`config.mk`:
```
export PLATFORM = sky130hd
export DESIGN_NAME = inequality
export DESIGN_NICKNAME = d
export VERILOG_FILES = /design/src/rtl/inequality_pkg.sv /design/src/rtl/inequality_cmp.sv /design/src/rtl/inequality.sv
export SDC_FILE = /design/constraint.sdc
export NUM_CORES = 1
export LEC_CHECK = 0
export ABC_CLOCK_PERIOD_IN_PS = 2800
export CORE_AREA = 2 2 39 41
export DETAILED_ROUTE_END_ITERATION = 8
export DIE_AREA = 0 0 41 43
export SLEW_MARGIN = 20
export SYNTH_ARGS = -nofsm -noshare
export SYNTH_HDL_FRONTEND = slang
export SYNTH_SLANG_ARGS = --single-unit
export TNS_END_PERCENT = 10
```
`constraint.sdc`:
```
create_clock -name clk -period 2.8 [get_ports clk]
set_clock_uncertainty 0.15 [all_clocks]
set_input_delay 0.42 -clock clk [delete_from_list [all_inputs] [get_ports clk]]
set_output_delay 0.42 -clock clk [all_outputs]
set_load 0.01 [all_outputs]
```
`src/rtl/inequality_pkg.sv`:
```
// -----------------------------------------------------------------------------
// inequality_pkg
// Shared constants for the inequality block:
//   GT / EQ / LT        : bit positions of the one-hot compare result on OUT
//   DEFAULT_WIDTH       : default operand / threshold width
//   DEFAULT_THRESH_RST  : default threshold register value after reset
// -----------------------------------------------------------------------------
package inequality_pkg;

  localparam logic [1:0] GT = 2'd2;
  localparam logic [1:0] EQ = 2'd1;
  localparam logic [1:0] LT = 2'd0;

  localparam int DEFAULT_WIDTH      = 4;
  localparam int DEFAULT_THRESH_RST = 5;

endpackage

```
`src/rtl/inequality_cmp.sv`:
```
// -----------------------------------------------------------------------------
// inequality_cmp
// Purely combinational three-way compare of a against b.
// Ports:
//   a   [WIDTH-1:0] : operand under comparison
//   b   [WIDTH-1:0] : reference (threshold)
//   res [2:0]       : one-hot result, res[GT]=a>b, res[EQ]=a==b, res[LT]=a<b
// Configuration macro: INEQUALITY_SIGNED_EN
//   defined   -> a and b compare as two's-complement signed values
//   undefined -> a and b compare as unsigned values
// -----------------------------------------------------------------------------
module inequality_cmp
  import inequality_pkg::*;
#(
  parameter int WIDTH = DEFAULT_WIDTH
) (
  input  logic [WIDTH-1:0] a,
  input  logic [WIDTH-1:0] b,
  output logic [2:0]       res
);

  logic a_gt_b;
  logic a_lt_b;

  always_comb begin
`ifdef INEQUALITY_SIGNED_EN
    a_gt_b = $signed(a) > $signed(b);
    a_lt_b = $signed(a) < $signed(b);
`else
    a_gt_b = a > b;
    a_lt_b = a < b;
`endif
  end

  // Priority chain guarantees exactly one bit set for any input pair.
  always_comb begin
    res = 3'b000;
    if (a_gt_b)      res[GT] = 1'b1;
    else if (a_lt_b) res[LT] = 1'b1;
    else             res[EQ] = 1'b1;
  end

endmodule

```
`src/rtl/inequality.sv`:
```
// -----------------------------------------------------------------------------
// inequality
// Registered three-way compare of NUM against a loadable threshold register.
// Ports:
//   clk            : clock, all state updates on rising edge
//   rst_n          : asynchronous active-low reset
//   NUM    [W-1:0] : operand under comparison
//   THR_LOAD       : load strobe for the threshold register
//   THR_IN [W-1:0] : new threshold value
//   OUT    [2:0]   : registered one-hot result {NUM>thr, NUM==thr, NUM<thr}
//   CHG            : one-cycle pulse after any edge that changed OUT
// Configuration macro: INEQUALITY_SIGNED_EN (signed compare, see inequality_cmp)
// -----------------------------------------------------------------------------
module inequality
  import inequality_pkg::*;
#(
  parameter int WIDTH      = DEFAULT_WIDTH,
  parameter int THRESH_RST = DEFAULT_THRESH_RST
) (
  input  logic             clk,
  input  logic             rst_n,
  input  logic [WIDTH-1:0] NUM,
  input  logic             THR_LOAD,
  input  logic [WIDTH-1:0] THR_IN,
  output logic [2:0]       OUT,
  output logic             CHG
);

  localparam logic [WIDTH-1:0] THR_INIT = WIDTH'(THRESH_RST);

  logic [WIDTH-1:0] thr;
  logic [2:0]       cmp_res;

  inequality_cmp #(
    .WIDTH (WIDTH)
  ) u_cmp (
    .a   (NUM),
    .b   (thr),
    .res (cmp_res)
  );

  // The compare on a load edge sees the old thr because thr only updates at
  // that same edge.
  always_ff @(posedge clk or negedge rst_n) begin
    if (!rst_n) begin
      thr <= THR_INIT;
    end else if (THR_LOAD) begin
      thr <= THR_IN;
    end
  end

  // OUT==000 only exists in reset, so the first result after release is not
  // counted as a change.
  always_ff @(posedge clk or negedge rst_n) begin
    if (!rst_n) begin
      OUT <= 3'b000;
      CHG <= 1'b0;
    end else begin
      OUT <= cmp_res;
      CHG <= (OUT != 3'b000) && (cmp_res != OUT);
    end
  end

endmodule

```
==> summary.md <==
| Metric | Value |
|---|---|
| Vias post-DR | approximately 290 |
| Max Cap Violations | 0 |
| Initial antenna violation count | 0 |
| Crit path capture type | flop |
| Number of synthesized flops with an enable pin | 0 |
| Syn Nets | 50 |
| RSZ-0062 raised after global routing | false |
| Type of the worst setup path | in2reg |
| Max Clock Freq | 554 MHz |
| Clock Latency Late Sink | ~0.25 ns |
| Starting Density | 0.282 |
| # clock sinks | 8 |
| Final hold slack | 0.290 ns |
| Final worst path period share | 0.645 |
| Post-synthesis cell type count | 16 |
| Synth Cell Area | ~400 um2 |
| Worst setup SP type | primary input |
| Mapped Cells | 35 |
| Layout cell share with drive strength beyond 1 | 0.170 |
| Final Max Slew Viols | 0 |
| Total Wirelength | 660 um |
| Yosys warnings | 0 |
| Placer congestion estimate | 0.688 |
| Commonest cells in the netlist | dfrtp_1 (6), inv_1 (5), ha_1 (4), nand2_1 (4) |
| All-Layer GR Usage | 0.101 |
| Postcts setup bufs | 0 |
| Std cell rows | 14 |
| Pre-antenna DRT Iters | 2 |
| Ys async rst share | 1.00 |
| Hold Buf Count CTS | 0 |
| Height of the die | 43 um |
| Global-route wire length before repair | roughly 1100 um |
| Chip Width | just over 40 um |
| Synth-to-Final Area Change | 47.8% |
| DPL Wire Length | 556 um |
| Leakage Power | 0.268 nW |
| Hold Path Class | in2async |
| Dominant cells by area after synthesis | dfrtp_1 (38%), dfstp_2 (13%), ha_1 (13%) |
| Sequential area share after synthesis | 0.519 |
| Clock buffer depth | 2 |
| Drt wl/cell | 9.57 um |
| Vias in the first global route | 273 |
| Mean Syn Cell Area | between 10 and 15 um2 |
| Top-count cell post-synth | dfrtp_1 |
| Final ANT Viol Nets | 0 |
| Vias per cell | 4.17 |
| Peak fanout along the critical path | 3 |
| Full die area | 1760 um2 |
| Power Density | 551 nW/um2 |
| Clk slew on worst S/H paths | 0.06 ns |
| CP arrival | 1.79 ns |
| CTS Buf Count | 3 |
| Largest net degree at the start of global routing | 9 |
| #FFs+latches synth | 8 |
| Final Critical Period | 1.81 ns |
| Final setup fails | 0 |
| Main synth FF type | dfrtp_1 |
| Nets@finish | 69 |
| # H-tree levels | 1 |
| Rel. slew slack | 0.760 |
| DRC Markers | 0 |
| Post-CTS sizing | 0 |
| Post-synth top area cell | dfrtp_1 |
| Maximum vdd ir drop | between 0.0002 and 0.00025 V |
| Setup tns final | 0 ns |
| Post-synth top area share | 0.385 |
| Core area | around 1400 um2 |
| Outcome | finished, final reports clean |
| PortBufs | 14 |
| Worst Tran Pin Value | 0.359 ns |
| Antenna Cells | 0 |
| Power, Total | approximately 0.32 mW |
| Hold Violations, Final | 0 |
| Iter 0 DRT Violations | 1 |
| Top Ports | 15 |
| CTS tree | done |
| Total gr overflow | 0 |
| Root buffer cell | clkbuf_4 |
| Worst endpoint required time | 2.79 ns |
==> cell type report <==
type                       count  area [um2]
timing repair buffer          14         140
multi-input combinational     22         169
fill                         144         807
clock buffer                   4        26.3
sequential                     8         203
inverter                       5        18.8
tap                           16        20.0
==> critical path, cell delays in order <==
cell             delay, ns
clkdlybuf4s50_1       0.45
inv_1                 0.04
ha_1                  0.28
nand4_2               0.14
mux2_4                0.32
nor2_2                0.07
mux2i_1               0.07
==> stage by stage <==
stage	area [um2]	std cells	setup WS [ns]	utilization
after floorplan	390	35	1.16	-
after global placement	551	65	0.747	0.398
after detailed placement	551	65	0.732	0.398
after CTS	577	69	0.989	0.417
after global routing	577	69	0.928	0.417
final	577	69	0.994	0.417
==> kinds of logic after synthesis <==
logic type                 after synthesis  share of synthesized area
AOI/OAI and AO/OA                        6                     0.0833
adders and majority gates                4                      0.128
buffers and inverters                    5                     0.0481
and+or+nand+nor                          9                      0.128
DFF                                      8                      0.519
muxes                                    3                     0.0929
==> final timing paths <==
| check | start | end | slack, ns | cells after the start |
|---|---|---|---|---|
| worst max-delay path | NUM[0] | CHG$_DFF_PN0_ | 0.99 | 7 |
| worst min-delay path | rst_n | CHG$_DFF_PN0_ | 0.29 | 1 |
| worst max register to register | thr[2]$_DFFE_PN1P_ | CHG$_DFF_PN0_ | 1.08 | 6 |
| worst min register to register | thr[3]$_DFFE_PN0P_ | thr[3]$_DFFE_PN0P_ | 0.36 | 2 |
| max in group asynchronous | rst_n | thr[0]$_DFFE_PN1P_ | 1.90 | 1 |
| min in group clk | thr[3]$_DFFE_PN0P_ | thr[3]$_DFFE_PN0P_ | 0.36 | 2 |
==> flip-flops by register name, indices dropped and copies added (netlist names) <==
| signal | cells |
|---|---|
| OUT | 3 |
| thr | 4 |
| CHG | 1 |
==> report_power, final <==
group / total (mW) / internal [mW] / switching, mW / leakage (nW)
Sequential: 0.140 / 0.133 / 0.00677 / 0.0942
Combinational: 0.0829 / 0.0489 / 0.0340 / 0.159
Clock: 0.0950 / 0.0546 / 0.0404 / 0.0150
Total: 0.318 / 0.237 / 0.0812 / 0.268
==> cell usage in the layout (no fill, tap or decap), types with 2 or more instances in the layout <==
cell type and n:
nand2_1 4, inv_1 5, o21ai_0 2, ha_1 4, clkdlybuf4s50_1 14, nor2_1 2
dfrtp_1 6, clkbuf_4 3, a21oi_1 2, dfstp_2 2
==> layer usage <==
metal | part of all wire | global-route usage
met2 | 0.44 | 0.131
met3 | 0.058 | 0.0314
met5 | 0 | 0
met4 | 0.012 | 0.100
met1 | 0.49 | 0.123
Power figures use the tool's default switching activity.
